## src/rtl/csr_port_arb.sv

```systemverilog
// Purpose: arbitrates the single CSR file port between the execute-stage path (EX) and the trap/return sequencer (TR).
// Latency: grant is combinational in cycle N; the response pulse and read data appear in cycle N+1.
// Backpressure: a requester holds valid until its ready; TR wins contention unless EX is starved; a TR burst locks out EX until tr_last.
//
// Ports:
//   clk, rst                      clock and synchronous active-high reset
//   ex_req_* / ex_rsp_* / ex_*    EX request (index, rd/wr enables, write data) and its response pulse and read data
//   tr_req_* / tr_rsp_* / tr_*    TR request (plus tr_last burst marker) and its response pulse and read data
//   csr_*                         CSR file access port; csr_rd_data returns the cycle after a read strobe
module csr_port_arb #(
    parameter int XLEN         = 32,
    parameter int CSR_AW       = 12,
    parameter int STARVE_LIMIT = 4
) (
    input  logic              clk,
    input  logic              rst,

    input  logic              ex_req_valid,
    output logic              ex_req_ready,
    input  logic [CSR_AW-1:0] ex_csr_index,
    input  logic              ex_rd_en,
    input  logic              ex_wr_en,
    input  logic [XLEN-1:0]   ex_wr_data,
    output logic              ex_rsp_valid,
    output logic [XLEN-1:0]   ex_rd_data,

    input  logic              tr_req_valid,
    output logic              tr_req_ready,
    input  logic [CSR_AW-1:0] tr_csr_index,
    input  logic              tr_rd_en,
    input  logic              tr_wr_en,
    input  logic [XLEN-1:0]   tr_wr_data,
    input  logic              tr_last,
    output logic              tr_rsp_valid,
    output logic [XLEN-1:0]   tr_rd_data,

    output logic              csr_en,
    output logic [CSR_AW-1:0] csr_index,
    output logic              csr_rd_en,
    output logic              csr_wr_en,
    output logic [XLEN-1:0]   csr_wr_data,
    input  logic [XLEN-1:0]   csr_rd_data
);

    localparam logic [0:0] ST_IDLE = 1'b0;
    localparam logic [0:0] ST_LOCK = 1'b1;

    localparam logic [3:0] LIMIT = 4'(STARVE_LIMIT);

    logic [0:0]      state;
    logic [0:0]      state_nxt;
    logic [3:0]      starve_cnt;
    logic            starved;
    logic            gnt_ex;
    logic            gnt_tr;

    // Read-data capture: the *_pend_rd flags remember whether the grant one
    // cycle back was a read, and *_rd_q holds the last delivered value so the
    // read data stays stable between responses.
    logic            ex_pend_rd;
    logic            tr_pend_rd;
    logic [XLEN-1:0] ex_rd_q;
    logic [XLEN-1:0] tr_rd_q;

    assign starved = (starve_cnt == LIMIT);

    // Grant and next state. Grants are suppressed while rst is high so
    // nothing reaches the CSR file during reset.
    always_comb begin
        gnt_ex    = 1'b0;
        gnt_tr    = 1'b0;
        state_nxt = state;
        if (!rst) begin
            if (state == ST_LOCK) begin
                gnt_tr = tr_req_valid;
            end else if (tr_req_valid && !starved) begin
                gnt_tr = 1'b1;
            end else if (ex_req_valid) begin
                gnt_ex = 1'b1;
            end else if (tr_req_valid) begin
                gnt_tr = 1'b1;
            end
            // A TR beat without tr_last enters or keeps the lock; the last
            // beat releases it. Gaps (no grant) leave the state untouched.
            if (gnt_tr) begin
                state_nxt = tr_last ? ST_IDLE : ST_LOCK;
            end
        end
    end

    assign ex_req_ready = gnt_ex;
    assign tr_req_ready = gnt_tr;

    // CSR port mux; everything is zero without a grant.
    always_comb begin
        csr_en      = 1'b0;
        csr_index   = '0;
        csr_rd_en   = 1'b0;
        csr_wr_en   = 1'b0;
        csr_wr_data = '0;
        if (gnt_tr) begin
            csr_en      = tr_rd_en | tr_wr_en;
            csr_index   = tr_csr_index;
            csr_rd_en   = tr_rd_en;
            csr_wr_en   = tr_wr_en;
            csr_wr_data = tr_wr_data;
        end else if (gnt_ex) begin
            csr_en      = ex_rd_en | ex_wr_en;
            csr_index   = ex_csr_index;
            csr_rd_en   = ex_rd_en;
            csr_wr_en   = ex_wr_en;
            csr_wr_data = ex_wr_data;
        end
    end

    // csr_rd_data is only valid in the response cycle itself, so it is
    // forwarded straight through then and captured for the following cycles.
    assign ex_rd_data = ex_rsp_valid ? (ex_pend_rd ? csr_rd_data : '0) : ex_rd_q;
    assign tr_rd_data = tr_rsp_valid ? (tr_pend_rd ? csr_rd_data : '0) : tr_rd_q;

    always_ff @(posedge clk) begin
        if (rst) begin
            state        <= ST_IDLE;
            starve_cnt   <= '0;
            ex_rsp_valid <= 1'b0;
            tr_rsp_valid <= 1'b0;
            ex_pend_rd   <= 1'b0;
            tr_pend_rd   <= 1'b0;
            ex_rd_q      <= '0;
            tr_rd_q      <= '0;
        end else begin
            state <= state_nxt;

            // Counts in LOCK too, but the saturated value only wins
            // arbitration once back in IDLE.
            if (ex_req_valid && !gnt_ex) begin
                if (!starved) begin
                    starve_cnt <= starve_cnt + 4'd1;
                end
            end else begin
                starve_cnt <= '0;
            end

            ex_rsp_valid <= gnt_ex;
            tr_rsp_valid <= gnt_tr;
            ex_pend_rd   <= gnt_ex & ex_rd_en;
            tr_pend_rd   <= gnt_tr & tr_rd_en;

            if (ex_rsp_valid) begin
                ex_rd_q <= ex_rd_data;
            end
            if (tr_rsp_valid) begin
                tr_rd_q <= tr_rd_data;
            end
        end
    end

endmodule

```

## config.mk

```make
export PLATFORM = sky130hd
export DESIGN_NAME = csr_port_arb
export DESIGN_NICKNAME = d
export VERILOG_FILES = /design/src/rtl/csr_port_arb.sv
export SDC_FILE = /design/constraint.sdc
export NUM_CORES = 1
export LEC_CHECK = 0
export ABC_AREA = 1
export BUFFER_PORTS_ARGS = -buffer_cell sky130_fd_sc_hd__buf_2
export CAP_MARGIN = 40
export CORE_AREA = 2 2 94 96
export CTS_BUF_LIST = sky130_fd_sc_hd__clkbuf_16
export DETAILED_ROUTE_END_ITERATION = 16
export DIE_AREA = 0 0 96 98
export PLACE_DENSITY_LB_ADDON = 0.15
export SLEW_MARGIN = 20
export SYNTH_ARGS = -nofsm -noshare
export SYNTH_HDL_FRONTEND = slang
export SYNTH_SLANG_ARGS = --single-unit
export TNS_END_PERCENT = 5
```

## constraint.sdc

```tcl
create_clock -name clk -period 3.4 [get_ports clk]
set_clock_uncertainty 0.1 [all_clocks]
set_input_delay 0.68 -clock clk [delete_from_list [all_inputs] [get_ports clk]]
set_output_delay 0.68 -clock clk [all_outputs]
set_load 0.005 [all_outputs]
```

==> summary.md, run 1 <==
| Metric | Value |
|---|---|
| Run status | `finished clean` |
| First-pass GRT wire length | `17.8 mm` |
| Total CTS buffers | `9` |
| Largest area contributor in the netlist | `dfxtp_1` |
| Slew HR | `approximately half` |
| Min Clock Period, post-route | `roughly 2.9 ns` |
| Crit path capture type | `primary output` |
| Final Hold Fails | `0` |
| Post-DR wirelength/cell | `12.3 microns` |
| Chip Width | `between 90 and 100 microns` |
| Placed Area | `~0.0050 sq mm` |
| Dpl hpwl | `~8.5 mm` |
| Power Density | `408 mW/mm^2` |
| Syn Nets | `717` |
| Final slew viol count | `0` |
| Top-area cell type share of the netlist area | `about two fifths` |
| Max cap viols | `0` |
| TritonRoute pass-1 iters | `4` |
| Post-CTS Hold Buffers | `0` |
| CTS tree | `done` |
| RSZ-0062 raised after global routing | `no` |
| Total power | `between 2 and 2.5 mW` |
| Initial core utilization | `44.3%` |
| Initial antenna violation count | `0` |
| IO Pins | `244` |
| Fin nets | `~940` |
| Cell area after layout | `0.00528 sq mm` |
| Root Buffer | `clkbuf_16` |
| Seq cells post-synth | `73` |
| Die height | `between 90 and 100 microns` |
| Required @ worst endpoint | `between 2 and 3 ns` |
| Overflow after GRT | `0` |
| Clock network latency to the later pin of the worst-skew pair | `a little over 0.3 ns` |
| Gr usage total | `between 20% and 30%` |
| Post-Synthesis Cells | `roughly 600` |
| Dominant cells by area after synthesis | `dfxtp_1, inv_1, o22ai_1, nand2_1, nor2_1` |
| Routed wire length | `11.4 mm` |
| Sequential-to-total area share from yosys stat | `around 39%` |
| PostCTS Resize Cnt | `0` |
| WP data arrival | `approximately 2.1 ns` |
| Fillers | `around 830` |
| Slowest cell on crit path | `buf_4` |
| Setup violators final | `0` |
| YS warnings | `0` |
| Max rail drop VDD | `0.261 mV` |
| Worst-path cell chain | `inv_1, ha_1, nand3_2, nand2_2, nand2_2, inv_2, buf_4, nand2_1, nand2_1, buf_2` |
| Core Region | `0.00847 sq mm` |
| CTS sink cnt | `73` |
| Starting DRC count in detailed routing | `181` |
| PortBufs | `243` |
| # Post-CTS Setup Buffers | `0` |
| CP max FO | `between 40 and 50` |
| CP Class | `flop to primary output` |
| Hold slack final | `~0.43 ns` |
| Worst-case clock buffer depth | `2` |
| # H-tree levels | `3` |
| Die Area | `~0.0094 sq mm` |
| Syn avg cell area | `6.39 sq um` |
| Min-delay worst type | `flop to flop` |
| Final ANT Viol Nets | `0` |
| Multi-input logic area | `0.00142 sq mm` |
| Fmax | `0.350 GHz` |
| Via count | `4327` |
| Ant diodes | `0` |
| Row cnt | `34` |
| Vias/cell | `4.67` |
| Vias in the first global route | `4006` |
| Max stage delay on crit path | `roughly 0.4 ns` |
| Post-synthesis cell area | `0.00375 sq mm` |
| Layout cell share with drive strength beyond 1 | `34.6%` |
| Leakage power | `2.92 nW` |
| Worst-Margin Slew | `0.751 ns` |
| Reg clk slew, reported paths | `0.06 ns` |
| Final Cycle Share | `84.1%` |
| Worst Setup Start Kind | `flop` |
| Setup TNS | `0 ns` |
| Largest net degree at the start of global routing | `65` |
| Area grow syn2layout | `40.9%` |
| Netlist cell types | `21` |
| Final RePlAce weighted congestion | `0.828` |
| Residual DRC | `0` |
| FF/Latch Area | `0.00146 sq mm` |
[kinds of logic (layout without fill, tap and decap cells)]
group,after synthesis,after routing,share of synthesized area (%)
AO/OA/AOI/OAI,68,68,11.3
XOR/XNOR,1,1,0.234
adder cells (fa/ha/maj),2,2,0.668
buffers and inverters,211,443,23.0
flip-flops,73,73,39.0
AND/OR/NAND/NOR,231,231,25.8
[layout make-up]
cell class	instances	area share, %
multi-input cells	302	26.9
clock inverters	7	1.80
inverters	175	12.4
clock buffers	9	4.27
repair buffers	252	24.3
flip-flops and latches	73	27.7
well taps	108	2.56
[synth_stat cells, drive strengths merged]
library cell	count
a21oi	1
buf	21
clkbuf	15
dfxtp	73
ha	2
inv	175
nand2	107
nand3	51
nor2	72
o211ai	1
o21ai	2
o22ai	64
or2	1
xor2	1
[worst max-delay path: cells and delay by family, from the launching register on]
kind                       cells  cell delay, ns
buffers and inverters          4            0.65
and+or+nand+nor                5            0.59
DFF                            1            0.34
adders and majority gates      1            0.19
[placed cells by master (no fill, tap or decap), types with 2 or more instances in the layout]
| master | synthesis | routed |
|---|---|---|
| clkinv_4 | 0 | 2 |
| buf_2 | 11 | 243 |
| clkbuf_16 | 0 | 9 |
| buf_4 | 1 | 9 |
| o22ai_1 | 64 | 64 |
| bufinv_16 | 0 | 2 |
| inv_2 | 2 | 2 |
| nand2_1 | 96 | 96 |
| nor2_1 | 72 | 72 |
| clkinv_2 | 0 | 2 |
| inv_1 | 173 | 173 |
| nand3_1 | 50 | 50 |
| ha_1 | 2 | 2 |
| dfxtp_1 | 73 | 73 |
| nand2_2 | 11 | 11 |
| o21ai_0 | 2 | 2 |
[power by group]
group | total [mW] | leakage, nW | internal [mW] | switching, mW
Sequential | 0.872 | 0.590 | 0.868 | 0.00406
Clock | 0.988 | 0.155 | 0.641 | 0.346
Combinational | 0.297 | 2.18 | 0.133 | 0.164
Total | 2.16 | 2.92 | 1.64 | 0.514
[routing by layer]
metal  up-vias  global-route usage (%)  wire length, microns  part of all wire, %
met5         -                       0                     0                    0
met4         0                    9.23                   298                  2.6
met3        22                    3.78                   828                  7.3
li1       2196                       -                     -                    -
met1      1920                    27.9                  4440                   39
met2       189                    41.5                  5810                   51
[per-stage QoR]
stage / utilization [%] / setup WS (ns) / instances
after floorplan: - / 1.25 / 586
after global placement: 58.6 / 0.788 / 910
after detailed placement: 58.6 / 0.738 / 910
after CTS: 62.4 / 0.520 / 926
after global routing: 62.4 / 0.327 / 926
final: 62.4 / 0.539 / 926
[sequential cells by signal, indices dropped and copies added, names as in the netlist]
name and cells:
ex_pend_rd 1, tr_rd_q 32, starve_cnt 4, tr_pend_rd 1, state 1, tr_rsp_valid 1, ex_rd_q 32, ex_rsp_valid 1
[final timing paths]
| path | startpoint | endpoint | slack, ns | cells after the start |
|---|---|---|---|---|
| max | starve_cnt[0]$_SDFFE_PP0N_ | csr_rd_en | 0.54 | 10 |
| max reg2reg | starve_cnt[0]$_SDFFE_PP0N_ | tr_pend_rd$_SDFF_PP0_ | 1.59 | 8 |
| min reg2reg | ex_rd_q[7]$_SDFFE_PP0P_ | ex_rd_q[7]$_SDFFE_PP0P_ | 0.43 | 4 |
| min | ex_rd_q[7]$_SDFFE_PP0P_ | ex_rd_q[7]$_SDFFE_PP0P_ | 0.43 | 4 |
Power figures use the tool's default switching activity.
==> run 2: changes to the inputs <==
CORE_AREA = default   (was 2 2 94 96)
CORE_MARGIN = 1.5   (was default)
CORE_UTILIZATION = 43   (was default)
DIE_AREA = default   (was 0 0 96 98)
clock period = 2.9 ns   (was 3.4 ns; I/O delays follow)
==> summary.md, run 2 (synthesized netlist as in run 1, its figures left out) <==
| Metric | Value |
|---|---|
| CTS sink cnt | `73 (unchanged)` |
| Final Hold Fails | `0 (unchanged)` |
| Final Util | `63.3% (was 62.4%)` |
| Final ANT Viol Nets | `0 (unchanged)` |
| Largest net degree at the start of global routing | `65 (unchanged)` |
| Via count | `4305 (was 4327)` |
| # Post-CTS Setup Buffers | `0 (unchanged)` |
| Commonest non-fill, non-tap cells in the layout | `buf_2, inv_1, nand2_1 (unchanged)` |
| Max rail drop VDD | `0.258 mV (was 0.261 mV)` |
| PortBufs | `243 (unchanged)` |
| Final slew viol count | `0 (unchanged)` |
| Slew HR | `56.4% (was 49.8%)` |
| Biggest regs | `ex_rd_q: 32 flops, tr_rd_q: 32 flops, starve_cnt: 4 flops (unchanged)` |
| Final RePlAce weighted congestion | `0.862 (was 0.828)` |
| Overflow after GRT | `0 (unchanged)` |
| WP data arrival | `1.97 ns (was 2.08 ns)` |
| Routed wire length | `11.6 mm (was 11.4 mm)` |
| Crit path capture type | `primary output (unchanged)` |
| Die Area | `0.00928 sq mm (was 0.00941 sq mm)` |
| Dpl hpwl | `8.68 mm (was 8.53 mm)` |
| First-pass GRT wire length | `17.1 mm (was 17.8 mm)` |
| Final Cycle Share | `91.3%` |
| Post-DR wirelength/cell | `12.6 microns (was 12.3 microns)` |
| Vias/cell | `4.66 (was 4.67)` |
| Worst-Margin Slew | `0.654 ns (was 0.751 ns)` |
| Reg clk slew, reported paths | `0.06 ns (about the same)` |
| PostCTS Resize Cnt | `0 (unchanged)` |
| Initial antenna violation count | `1 (was 0)` |
| CTS tree | `done (unchanged)` |
| Row cnt | `33 (was 34)` |
| Root Buffer | `clkbuf_16 (unchanged)` |
| Fillers | `798 (was 833)` |
| Area grow syn2layout | `41.0% (was 40.9%)` |
| Reg2Reg Setup Slack | `1.20 ns (was 1.59 ns)` |
| IO Pins | `244 (unchanged)` |
| Layout cell share with drive strength beyond 1 | `34.6% (unchanged)` |
| Fin cells | `924 (was 926)` |
| Chip Width | `96.4 microns (was 96 microns)` |
| Core Region | `0.00834 sq mm (was 0.00847 sq mm)` |
| # H-tree levels | `3 (unchanged)` |
| Gr usage total | `23.9% (was 23.5%)` |
| Residual DRC | `0 (unchanged)` |
| CP Class | `flop to primary output (unchanged)` |
| Min-delay worst type | `flop to flop (unchanged)` |
| Fin nets | `944 (unchanged)` |
| CP Capture Point | `csr_rd_en (unchanged)` |
| Dpl cells | `907 (was 910)` |
| Leakage power | `2.92 nW (about the same)` |
| Max cap viols | `0 (unchanged)` |
| Initial core utilization | `44.9% (was 44.3%)` |
| Total CTS buffers | `9 (unchanged)` |
| Clock network latency to the later pin of the worst-skew pair | `0.32 ns (was 0.31 ns)` |
| Required @ worst endpoint | `2.22 ns (was 2.62 ns)` |
| Worst-case clock buffer depth | `2 (unchanged)` |
| Origin of the critical flop-to-flop path | `starve_cnt[0]$_SDFFE_PP0N_ (unchanged)` |
| RSZ-0062 raised after global routing | `no (unchanged)` |
| Worst Setup Start Kind | `flop (unchanged)` |
| TritonRoute pass-1 iters | `5 (was 4)` |
| Vias in the first global route | `3766 (was 4006)` |
| Min Clock Period, post-route | `between 2 and 3 ns` |
| Setup violators final | `0 (unchanged)` |
| Worst setup startpoint | `starve_cnt[0]$_SDFFE_PP0N_ (unchanged)` |
| Hold path start | `ex_rd_q[28]$_SDFFE_PP0P_ (was ex_rd_q[7]$_SDFFE_PP0P_)` |
| Die height | `96.4 microns (was 98 microns)` |
| Setup TNS | `0 ns (unchanged)` |
| Fmax | `0.377 GHz` |
| Run status | `finished clean (unchanged)` |
| Worst r2r path cells | `9 (was 8)` |
| Starting DRC count in detailed routing | `149 (was 181)` |
| Power Density | `464 mW/mm^2 (was 408 mW/mm^2)` |
| Post-CTS Hold Buffers | `0 (unchanged)` |
| RR Endpoint | `ex_pend_rd$_SDFF_PP0_ (was tr_pend_rd$_SDFF_PP0_)` |
| Most common cell after layout, fill and taps aside | `buf_2 (unchanged)` |
| CP max FO | `31 (was 47)` |
==> run 2: changes by cell type in the layout (fill, tap and decap cells not counted) <==
cell / change
buf_12: +2
buf_4: -2
bufinv_16: -1
clkinv_2: -1
clkinv_4: -1
clkinvlp_4: +1
diode_2: +1
inv_1: +1
inv_6: +1
nand2_1: -1
nand2_2: +1
==> run 2: through the flow <==
step	hold slack [ns]	worst slack, ns	total power, mW	instance area (sq um)
6_report	0.432	0.251	2.45	5280
5_1_grt	0.437	0.0376	2.57	5280
4_1_cts	0.436	0.190	2.48	5280
3_5_place_dp	0.424	0.513	1.40	4980
3_3_place_gp	0.417	0.597	1.40	4980
2_1_floorplan	0.421	0.897	1.22	3750
==> run 2: final cells by class <==
cell class	instances	area [sq um]	share of cell area [%]
antenna	1	2.50	0.0474
clock buffer	9	225	4.26
clock inverter	7	71.3	1.35
inverter	175	657	12.4
multi-input combinational	302	1430	27.0
sequential	73	1460	27.7
tap	105	131	2.49
timing repair buffer	252	1310	24.8
==> run 2: worst min path at each step <==
stage,to,cells past startpoint
6_report,ex_rd_q[28]$_SDFFE_PP0P_,4
4_1_cts,ex_rd_q[28]$_SDFFE_PP0P_,4
2_1_floorplan,state$_SDFFE_PP0P_,4
3_5_place_dp,ex_rd_q[28]$_SDFFE_PP0P_,4
3_3_place_gp,ex_rd_q[6]$_SDFFE_PP0P_,4
5_1_grt,state$_SDFFE_PP0P_,4
==> run 2: per-layer routing <==
layer	wire length [microns]	part of all wire (%)	GRT usage [%]	vias up
met1	4570	39	27.2	1912
met3	785	6.7	4.58	23
met5	0	0	0	-
met4	321	2.8	10.9	0
li1	-	-	-	2196
met2	5960	51	43.0	174
==> run 2: worst max-delay path, stage by stage (launching register included) <==
cell and delay (ns):
dfxtp_1 0.34, inv_1 0.10, ha_1 0.18, nand3_2 0.13, nand2_2 0.14, nand2_2 0.09
inv_2 0.07, buf_4 0.28, nand2_1 0.11, nand2_1 0.09, buf_2 0.11
==> run 2: power by group <==
group | switching, mW | internal (mW) | total (mW)
combinational | 0.193 | 0.161 | 0.354
sequential | 0.00478 | 1.02 | 1.02
clock | 0.410 | 0.665 | 1.07
total | 0.607 | 1.84 | 2.45
==> run 3: changes to the inputs <==
CORE_MARGIN = default   (was 1.5)
==> summary.md, run 3 (synthesized netlist as in run 1, its figures left out) <==
| Metric | Value |
|---|---|
| Run status | `finished clean (unchanged)` |
| RR Endpoint | `ex_pend_rd$_SDFF_PP0_ (unchanged)` |
| # H-tree levels | `3 (unchanged)` |
| Starting DRC count in detailed routing | `128 (was 149)` |
| Fillers | `835 (was 798)` |
| Layout cell share with drive strength beyond 1 | `34.3% (was 34.6%)` |
| PortBufs | `243 (unchanged)` |
| Seq pwr share | `42.5% (was 41.7%)` |
| Max stage delay on crit path | `0.34 ns (about the same)` |
| CP top delay family | `buffers and inverters (unchanged)` |
| Commonest non-fill, non-tap cells in the layout | `buf_2, inv_1, nand2_1 (unchanged)` |
| CTS tree | `done (unchanged)` |
| Origin of the critical flop-to-flop path | `starve_cnt[0]$_SDFFE_PP0N_ (unchanged)` |
| Biggest regs | `ex_rd_q: 32 flops, tr_rd_q: 32 flops, starve_cnt: 4 flops (unchanged)` |
| Worst-case clock buffer depth | `2 (unchanged)` |
| Dpl cells | `907 (unchanged)` |
| Max cap viols | `0 (unchanged)` |
| Worst-path cell chain | `inv_1, ha_1, nand3_2, nand2_2, nand2_2, inv_2, buf_12, nand2_1, nand2_1, buf_2 (was inv_1, ha_1, nand3_2, nand2_2, nand2_2, inv_2, buf_4, nand2_1, nand2_1, buf_2)` |
| Reg clk slew, reported paths | `0.05 ns (was 0.06 ns)` |
| CP max FO | `33 (was 31)` |
| Slowest cell on crit path | `dfxtp_1 (unchanged)` |
| Worst setup startpoint | `starve_cnt[0]$_SDFFE_PP0N_ (unchanged)` |
| Hold slack final | `0.430 ns (was 0.432 ns)` |
| Power Density | `458 mW/mm^2 (was 464 mW/mm^2)` |
| Via count | `4240 (was 4305)` |
| Final Cycle Share | `94.6% (was 91.3%)` |
| Setup violators final | `0 (unchanged)` |
| Min-delay worst type | `flop to flop (unchanged)` |
| CTS sink cnt | `73 (unchanged)` |
| Sw Share | `24.1% (was 24.8%)` |
| Hold path start | `ex_rd_q[28]$_SDFFE_PP0P_ (unchanged)` |
| Root Buffer | `clkbuf_16 (unchanged)` |
| Row cnt | `33 (unchanged)` |
| Fin cells | `922 (was 924)` |
| Ant diodes | `0 (was 1)` |
| Vias/cell | `4.60 (was 4.66)` |
| Die height | `95.4 microns (was 96.4 microns)` |
| Fmax | `0.364 GHz (was 0.377 GHz)` |
| Worst Setup Start Kind | `flop (unchanged)` |
| Setup TNS | `0 ns (unchanged)` |
| Worst-Margin Slew | `0.662 ns (was 0.654 ns)` |
| Post-DR wirelength/cell | `12.1 microns (was 12.6 microns)` |
| Total power | `2.41 mW (was 2.45 mW)` |
| Multi-input logic area | `0.00142 sq mm (was 0.00143 sq mm)` |
| Residual DRC | `0 (unchanged)` |
| IO Pins | `244 (unchanged)` |
| Clock power share | `42.9% (was 43.8%)` |
| Fin nets | `944 (unchanged)` |
| Logic pwr share | `14.6% (was 14.4%)` |
| TritonRoute pass-1 iters | `4 (was 5)` |
| PostCTS Resize Cnt | `0 (unchanged)` |
| CP Class | `flop to primary output (unchanged)` |
| Min Clock Period, post-route | `2.74 ns (was 2.65 ns)` |
| Final RePlAce weighted congestion | `0.866 (was 0.862)` |
| # Post-CTS Setup Buffers | `0 (unchanged)` |
| Clock network latency to the later pin of the worst-skew pair | `0.32 ns (about the same)` |
| Gr usage total | `23.1% (was 23.9%)` |
| Final Hold Fails | `0 (unchanged)` |
| Design internal power | `1.83 mW (was 1.84 mW)` |
| Initial core utilization | `44.9% (unchanged)` |
| Vias in the first global route | `3625 (was 3766)` |
| Final slew viol count | `0 (unchanged)` |
| Core Region | `0.00834 sq mm (unchanged)` |
| Dpl hpwl | `8.21 mm (was 8.68 mm)` |
| Post-CTS Hold Buffers | `0 (unchanged)` |
| Most common cell after layout, fill and taps aside | `buf_2 (unchanged)` |
| Leakage power | `2.92 nW (about the same)` |
| Crit path capture type | `primary output (unchanged)` |
| First-pass GRT wire length | `16.4 mm (was 17.1 mm)` |
| Area grow syn2layout | `40.3% (was 41.0%)` |
| Final ANT Viol Nets | `0 (unchanged)` |
| WP buf/inv | `4 (unchanged)` |
| FF/Latch Area | `0.00146 sq mm (unchanged)` |
| CP Capture Point | `csr_rd_en (unchanged)` |
| Largest net degree at the start of global routing | `65 (unchanged)` |
| WP data arrival | `2.06 ns (was 1.97 ns)` |
| Chip Width | `95.4 microns (was 96.4 microns)` |
| Overflow after GRT | `0 (unchanged)` |
| Slew HR | `55.8% (was 56.4%)` |
| Max rail drop VDD | `0.267 mV (was 0.258 mV)` |
| Routed wire length | `11.2 mm (was 11.6 mm)` |
| Reg2Reg Setup Slack | `1.13 ns (was 1.20 ns)` |
| RSZ-0062 raised after global routing | `no (unchanged)` |
| Worst r2r path cells | `9 (unchanged)` |
| Initial antenna violation count | `0 (was 1)` |
| Die Area | `0.00909 sq mm (was 0.00928 sq mm)` |
| NetSw | `0.581 mW (was 0.607 mW)` |
| Stages on the worst setup path | `10 (unchanged)` |
| Total CTS buffers | `9 (unchanged)` |
| Required @ worst endpoint | `2.22 ns (about the same)` |
==> run 3: through the flow <==
step | instance area, sq um | utilization (%) | setup slack [ns]
floorplan | 3750 | - | 0.897
global placement | 4980 | 59.7 | 0.507
detailed placement | 4980 | 59.7 | 0.419
CTS | 5260 | 63.1 | 0.155
global route | 5260 | 63.1 | 0.0256
finish | 5260 | 63.1 | 0.155
==> run 3: metal layers <==
layer,routed length (microns),global-route usage (%),part of all wire (%)
met5,0,0,0
met4,193,8.71,1.7
met3,574,4.07,5.1
met2,5740,42.4,51
met1,4690,26.3,42
==> run 3: how the worst min path moves through the flow <==
stage	cells past startpoint	slack (ns)	endpoint
CTS	4	0.43	ex_rd_q[28]$_SDFFE_PP0P_
detailed placement	4	0.42	ex_rd_q[28]$_SDFFE_PP0P_
finish	4	0.43	ex_rd_q[28]$_SDFFE_PP0P_
floorplan	4	0.42	state$_SDFFE_PP0P_
global placement	4	0.42	ex_rd_q[10]$_SDFFE_PP0P_
global route	3	0.45	ex_pend_rd$_SDFF_PP0_
==> run 3: layout make-up <==
class / count / share of cell area, %
Sequential cell: 73 / 27.8
Multi-Input combinational cell: 302 / 27.1
Timing Repair Buffer: 252 / 24.9
Inverter: 175 / 12.5
Clock buffer: 9 / 4.28
Tap cell: 105 / 2.50
Clock inverter: 6 / 0.999
==> run 3: worst register-to-register path, delay by kind of cell, from the launching register on <==
family / cells / cell delay [ns]
buffers and inverters: 4 / 0.65
and+or+nand+nor: 4 / 0.44
adders and majority gates: 1 / 0.18
DFF: 1 / 0.34
==> run 3: power groups by stage <==
stage          registers [mW]  logic, mW  clock network [mW]
3_3_place_gp             1.04      0.350                   0
2_1_floorplan            1.04      0.176                   0
3_5_place_dp             1.04      0.352                   0
5_1_grt                  1.02      0.391                1.09
4_1_cts                  1.02      0.354                1.04
6_report                 1.02      0.353                1.03
